--- config.mk ---
export PLATFORM = sky130hd
export DESIGN_NAME = data_memory_arbiter
export DESIGN_NICKNAME = d
export VERILOG_FILES = /design/src/rtl/data_memory_arbiter.sv
export SDC_FILE = /design/constraint.sdc
export NUM_CORES = 1
export LEC_CHECK = 0
export CAP_MARGIN = 20
export CELL_PAD_IN_SITES_DETAIL_PLACEMENT = 0
export CELL_PAD_IN_SITES_GLOBAL_PLACEMENT = 2
export CORE_MARGIN = 10
export CORE_UTILIZATION = 19
export DETAILED_ROUTE_END_ITERATION = 8
export GPL_ROUTABILITY_DRIVEN = 0
export HOLD_SLACK_MARGIN = 0.1
export PLACE_DENSITY_LB_ADDON = 0.2
export SLEW_MARGIN = 20
export SYNTH_ARGS = -nofsm -noshare
export SYNTH_HDL_FRONTEND = slang
export SYNTH_SLANG_ARGS = --single-unit
--- constraint.sdc ---
create_clock -name clock -period 2.4 [get_ports clock]
set_input_delay 0.24 -clock clock [delete_from_list [all_inputs] [get_ports clock]]
set_output_delay 0.24 -clock clock [all_outputs]
set_load 0.02 [all_outputs]
--- src/rtl/data_memory_arbiter.sv ---
// data_memory_arbiter
//   Round-robin arbiter sharing one single-port data memory between the
//   processor MEM stage (requester 0) and the debug/load port (requester 1).
//   Each grant runs one burst of len+1 beats at consecutive (wrapping)
//   addresses. Every burst is followed by at least one idle cycle.
//
//   state | meaning
//   IDLE  | no owner; memory side quiet; arbitrating on req0/req1
//   BURST | owner holds gnt/ack; one beat per cycle until beat == len
//
// Ports
//   clock, reset             : posedge clock, async active-high reset
//   req*/we*/addr*/len*      : per-requester burst request and attributes
//   wdata*                   : per-requester write data for the current beat
//   gnt*/ack*                : ownership and per-beat acknowledge
//   rdata                    : read data during read-burst beats, else 0
//   mem*                     : memory control, address, write data, read data
//   busy                     : high while in BURST
module data_memory_arbiter #(
  parameter int ADDR_WIDTH = 8,
  parameter int DATA_WIDTH = 8,
  parameter int LEN_WIDTH  = 2
) (
  input  logic                  clock,
  input  logic                  reset,
  input  logic                  req0,
  input  logic                  req1,
  input  logic                  we0,
  input  logic                  we1,
  input  logic [ADDR_WIDTH-1:0] addr0,
  input  logic [ADDR_WIDTH-1:0] addr1,
  input  logic [LEN_WIDTH-1:0]  len0,
  input  logic [LEN_WIDTH-1:0]  len1,
  input  logic [DATA_WIDTH-1:0] wdata0,
  input  logic [DATA_WIDTH-1:0] wdata1,
  output logic                  gnt0,
  output logic                  gnt1,
  output logic                  ack0,
  output logic                  ack1,
  output logic [DATA_WIDTH-1:0] rdata,
  output logic                  memReadSignal,
  output logic                  memWriteSignal,
  output logic [ADDR_WIDTH-1:0] memAddress,
  output logic [DATA_WIDTH-1:0] memWriteData,
  input  logic [DATA_WIDTH-1:0] memDataOut,
  output logic                  busy
);

  typedef enum logic {IDLE, BURST} state_t;

  state_t                state_q;
  logic                  owner_q;
  logic                  last_q;
  logic [LEN_WIDTH-1:0]  beat_q;
  logic                  we_q;
  logic [ADDR_WIDTH-1:0] addr_q;
  logic [LEN_WIDTH-1:0]  len_q;

  // On a tie the requester that was not served last wins; otherwise the
  // single requester wins (req1 alone -> 1, req0 alone -> 0).
  logic owner_d;
  always_comb begin
    owner_d = (req0 && req1) ? ~last_q : req1;
  end

  always_ff @(posedge clock or posedge reset) begin
    if (reset) begin
      state_q <= IDLE;
      owner_q <= 1'b0;
      last_q  <= 1'b1;
      beat_q  <= '0;
      we_q    <= 1'b0;
      addr_q  <= '0;
      len_q   <= '0;
    end else begin
      case (state_q)
        IDLE: begin
          if (req0 || req1) begin
            owner_q <= owner_d;
            last_q  <= owner_d;
            we_q    <= owner_d ? we1   : we0;
            addr_q  <= owner_d ? addr1 : addr0;
            len_q   <= owner_d ? len1  : len0;
            beat_q  <= '0;
            state_q <= BURST;
          end
        end
        BURST: begin
          if (beat_q == len_q) state_q <= IDLE;
          else                 beat_q  <= beat_q + 1'b1;
        end
        default: state_q <= IDLE;
      endcase
    end
  end

  // All outputs decode from the state registers, so they drop to zero the
  // moment reset forces IDLE.
  always_comb begin
    busy           = (state_q == BURST);
    gnt0           = busy && !owner_q;
    gnt1           = busy &&  owner_q;
    ack0           = gnt0;
    ack1           = gnt1;
    memWriteSignal = busy &&  we_q;
    memReadSignal  = busy && !we_q;
    memAddress     = busy ? (addr_q + ADDR_WIDTH'(beat_q)) : '0;
    memWriteData   = busy ? (owner_q ? wdata1 : wdata0) : '0;
    rdata          = memReadSignal ? memDataOut : '0;
  end

endmodule

==> reports/metrics.yaml, run 1 <==
status: "finished, final reports clean"
clkTransAtPathRegs_ps: 70
sw_frac_of_total_pct: 44.6
hp-class: "in2async"
worst_hold_slack_ps: 361
pwr-share-seq_pct: 22.8
maxClockFrequency_mhz: 432
nFillCells: 590
switching_power_mw: 1.10
fin_setup_tns_ps: 0
rrSetupSlack_ps: 1150
ys.flop_type: "dfrtp_1"
worst_slack_ps: 86.2
p_leak_nw: 0.867
crit_path_max_incr_delay_ps: 610
core_area_um2: 5890
synth.top_cell.area_share_pct: 32.6
dp_hpwl_mm: 3.48
num_antenna_cells: 0
clockBufferDepth: 2
period_needed_ps: 2310
grt_start_max_net_pins: 24
fp.dieArea_um2: 9570
synth.distinct_cells: 33
fin_skew_ps: 1.74
synth_area_per_cell_um2: 8.72
grt_pass1_vias: 1275
path_class: "reg2out"
fp.dieH_um: 97.8
fin_crit_sh_pct: 96.4
drv_cap: 0
syn-cell-area_um2: 1150
syn2layout_area_growth_pct: 82.2
post_dp_cell_area_um2: 2050
synth_nets: 185
detail_route.wl_per_cell_um: 14.2
slew_violations: 0
drive_gt1_share_pct: 6.54
ant_nets: 0
p_clk_share_pct: 9.9
io_buffer_count: 80
final_common_cell: "clkdlybuf4s50_1"
p_int_mw: 1.36
preCtsSetupSlack_ps: 146
start_util_pct: 19.6
layout_common_cells: "74 x clkdlybuf4s50_1, 19 x mux2i_1, 15 x dfrtp_1"
synth-edff-count: 0
routed_via_density: 4.14
synthCells: 132
r2r-start: "busy"
slew_headroom_pct: 58.8
synth_seq_area_share_pct: 34.9
ioPinCount: 81
worstMarginPinSlew_ps: 617
antenna_found_initial: 0
timing.rr.end: "owner_q"
cp_max_fo: 2
ys_ff_latch: 16
dr.pass1.iters: 4
yosys_warnings: 0
synth_area_leaders: "dfrtp_1 33%, mux2i_1 17%, and2_1 6.5%"
drc: 0
grt_pass1_wl_mm: 6.75
finalSetupViolCount: 0
worst_ep_arrival_time_ps: 2070
final_cell_area_um2: 2100
end_kind: "output port"
wirelength_mm: 4.10
p_per_area_nw_per_um2: 1170
final-instance-count-excl-fill: 289
grt_setup_unrepaired: "false"
dp.cells: 285
startpoint_type: "flip-flop"
grtUsageTotal_pct: 8.41
crit_path_top_delay_cell: "clkdlybuf4s50_1"
finalHoldViolations: 0
h-tree-depth: 1
die_x_um: 97.8
grt.overflow.total: 0
crit_path_cell_trace: "ha_1 -> fa_1 -> and2_1 -> clkdlybuf4s50_1"
reg2reg_depth: 4
cts.sinks: 16
max-vdd-ir-drop_v: 0.000467
pwr-share-comb_pct: 67.3
vias: 1197
clkLatencyLatePin_ps: 250
clock-root-buffer: "clkbuf_8"
num-nets-final: 268
rows: 28
drt_iter0_drc: 50
cts_buffers: 3
cts_tree: "built"
cp.required_ps: 2160
async_flop_share_pct: 100
synth.largest_area_cell: "dfrtp_1"
cell usage after synthesis, types with 2 or more instances:
master,count
mux2i_1,19
dfrtp_1,15
and2_1,12
nand2_1,12
nor2_1,12
o21ai_1,9
a21oi_1,6
o21ai_0,6
clkbuf_1,4
inv_1,4
buf_4,3
or3_1,3
xnor2_1,3
a31oi_1,2
ha_1,2
nand2b_1,2
nand3_1,2
stage by stage:
step	util, %	total power [mW]
2_1_floorplan	-	1.51
3_3_place_gp	34.8	2.28
3_5_place_dp	34.8	2.31
4_1_cts	35.6	2.51
5_1_grt	35.6	2.68
6_report	35.6	2.46
area by class of cell:
type / count / area [um2] / share of cell area, %
multi-input combinational: 103 / 687 / 32.8
sequential: 16 / 402 / 19.2
clock buffer: 4 / 55.1 / 2.63
inverter: 5 / 20.0 / 0.955
tap: 75 / 93.8 / 4.47
timing repair buffer: 86 / 840 / 40.0
layer usage:
layer / vias up / track usage (%) / wire [um]
met5: - / 0 / 0
met4: 0 / 2.80 / 41
met3: 2 / 1.90 / 189
met2: 46 / 14.4 / 1990
met1: 529 / 10.1 / 1880
li1: 620 / - / -
cell families (layout without fill, tap and decap cells):
| kind of cell | Yosys count | in the layout | synth area share [%] |
|---|---|---|---|
| adders and majority gates | 3 | 3 | 3.91 |
| muxes | 19 | 19 | 16.5 |
| xor gates and xnor gates | 4 | 4 | 3.04 |
| and+or+nand+nor | 48 | 48 | 21.3 |
| AOI/OAI and AO/OA | 29 | 29 | 14.9 |
| DFF | 16 | 16 | 34.9 |
| buffers and inverters | 13 | 95 | 5.43 |
repair_timing:
action,CTS,global route
hold buffers,0,0
cloned,0,0
resized for setup,6,1
endpoints found under the setup margin,6,1
buffers inserted,0,0
worst max-delay path, delay by kind of cell (launching register included):
| kind | cells | cell delay [ps] |
|---|---|---|
| adders and majority gates | 2 | 710 |
| buffers and inverters | 1 | 610 |
| DFF | 1 | 380 |
| and+or+nand+nor | 1 | 120 |
sequential cells by signal (all words and copies together) (netlist names):
register	cells
addr_q	8
len_q	2
last_q	1
we_q	1
owner_q	1
busy	1
beat_q	2
power groups by stage:
| stage | logic, mW | registers, mW | clock network, mW |
|---|---|---|---|
| 2_1_floorplan | 0.970 | 0.542 | 0 |
| 3_3_place_gp | 1.72 | 0.560 | 0 |
| 3_5_place_dp | 1.74 | 0.570 | 0 |
| 4_1_cts | 1.70 | 0.563 | 0.248 |
| 5_1_grt | 1.82 | 0.588 | 0.267 |
| 6_report | 1.65 | 0.560 | 0.243 |
worst max path at each step:
stage / startpoint / to / slack, ps / cells past startpoint
after global routing: beat_q[0] / memAddress[1] / 4 / 4
after floorplan: beat_q[1] / memAddress[7] / 570 / 4
after detailed placement: addr_q[1] / memAddress[7] / 150 / 5
after global placement: addr_q[1] / memAddress[7] / 160 / 5
final: beat_q[0] / memAddress[1] / 90 / 4
after CTS: beat_q[0] / memAddress[1] / 50 / 4
Note: power is estimated with default switching activity, not from simulation.
==> run 2: changes to the inputs <==
ABC_CLOCK_PERIOD_IN_PS = 2400   (was unset)
==> results of run 2 <==
Same layout as run 1: the final DEF is identical, and so are final timing and power.
==> run 3: changes to the inputs <==
SETUP_SLACK_MARGIN = 0.3   (was unset)
SLEW_MARGIN = unset   (was 20)
==> run 3 against run 2 <==
  * Utilization up 0.21 points
  * Hold slack better by 7.1 ps
  * Sequential power rose by 2%
  * Combinational power about the same
  * Clock skew down 0.58 ps
  * Total power grew 1.3%
  * Flip-flop and latch count stayed put
  * Clock-buffer cell count unchanged
  * Via count is 0.50% higher
  * Largest power group unchanged
==> reports/metrics.yaml, run 3 (synthesis results as in run 1) <==
status: "finished, final reports clean"
p_leak_nw: 0.861
clkTransAtPathRegs_ps: 60
clkLatencyLatePin_ps: 240
drive_gt1_share_pct: 12.6
core_area_um2: 5890
startpoint: "busy"
end_kind: "output port"
ant_nets: 0
dr.pass1.iters: 4
syn2layout_area_growth_pct: 83.3
cts_tree: "built"
path_class: "reg2out"
wirelength_mm: 4.11
worstMarginPinSlew_ps: 624
grt_pass1_vias: 1272
antenna_found_initial: 0
startpoint_type: "flip-flop"
grt.overflow.total: 0
vias: 1203
detail_route.wl_per_cell_um: 14.2
grt_start_max_net_pins: 24
final_common_cell: "clkdlybuf4s50_1"
clockBufferDepth: 2
drt_iter0_drc: 27
cts_buffers: 3
fin_setup_tns_ps: 0
top_regs: "addr_q: 8 flops, beat_q: 2 flops, len_q: 2 flops"
period_needed_ps: 2060
slew_violations: 0
cp_max_fo: 10
fp.dieH_um: 97.8
h-tree-depth: 1
routed_via_density: 4.15
drv_cap: 0
drc: 0
fp.dieArea_um2: 9570
io_buffer_count: 80
worst_ep_arrival_time_ps: 1820
num_antenna_cells: 0
fin_crit_sh_pct: 85.6
power_mw: 2.49
finalSetupViolCount: 0
ioPinCount: 81
grt_pass1_wl_mm: 6.76
hp-class: "in2async"
grt_setup_unrepaired: "true"
dp_hpwl_mm: 3.48
cp.required_ps: 2160
r2r-start: "beat_q[0]"
regMostFlops: "addr_q"
p_per_area_nw_per_um2: 1180
grtUsageTotal_pct: 8.42
die_x_um: 97.8
cts.sinks: 16
max-vdd-ir-drop_v: 0.000471
num-nets-final: 269
maxClockFrequency_mhz: 487
layout_common_cells: "73 x clkdlybuf4s50_1, 19 x mux2i_1, 14 x dfrtp_1"
grt_util_met3_pct: 1.90
use_met2_pct: 14.3
fin_skew_ps: 1.16
slew_headroom_pct: 58.4
start_util_pct: 19.6
rows: 28
grt_use_met1_pct: 10.2
largest_reg_flops: 8
clock-root-buffer: "clkbuf_8"
grt.busiest_layer: "met2"
finalHoldViolations: 0
run 3: what timing repair did:
item / 4_1_cts / 5_1_grt
setup endpoints to repair: 15 / 27
pin swaps: 0 / 1
gates resized for setup: 16 / 17
setup buffers: 0 / 1
hold endpoints to repair: 0 / 0
hold buffers: 0 / 0
run 3: layer usage:
| metal | wire length, um | vias up | share of wire [%] |
|---|---|---|---|
| met5 | 0 | - | 0 |
| met4 | 41 | 0 | 1.0 |
| met3 | 184 | 2 | 4.5 |
| met2 | 2000 | 44 | 49 |
| met1 | 1880 | 536 | 46 |
| li1 | - | 621 | - |
run 3: cell type report:
type,count,area [um2]
clock buffers,4,55.1
fillers,593,3780
inverters,5,20.0
multi-input cells,103,708
flip-flops and latches,16,403
well taps,75,93.8
repair buffers,87,830
run 3: worst paths after layout:
path | end | slack, ps | cells after the start
worst max register to register | beat_q[1] | 1140 | 5
min in group clock | addr_q[7] | 520 | 2
worst max-delay path | rdata[7] | 340 | 4
max in group asynchronous | owner_q | 1590 | 2
worst min register to register | addr_q[7] | 520 | 2
worst min-delay path | len_q[0] | 370 | 2
run 3: stage by stage:
stage               instances  utilization [%]  hold WS (ps)  instance area (um2)  setup WS, ps
floorplan                 132                -           153                 1150           572
global placement          285             34.8           486                 2050           160
detailed placement        285             34.8           497                 2050           146
CTS                       289             35.7           390                 2100           150
global route              290             35.8           434                 2110           217
finish                    290             35.8           368                 2110           345
run 3: critical path, stage by stage (launching register included):
cell and delay, ps:
dfrtp_1 340, inv_1 160, nor2_2 280, and2_1 170, clkdlybuf4s50_1 610
run 3: where the power goes:
group	leakage (nW)	switching [mW]	total [mW]	internal, mW
Combinational	0.639	0.856	1.68	0.822
Clock	0.0288	0.0925	0.238	0.145
Sequential	0.193	0.162	0.570	0.408
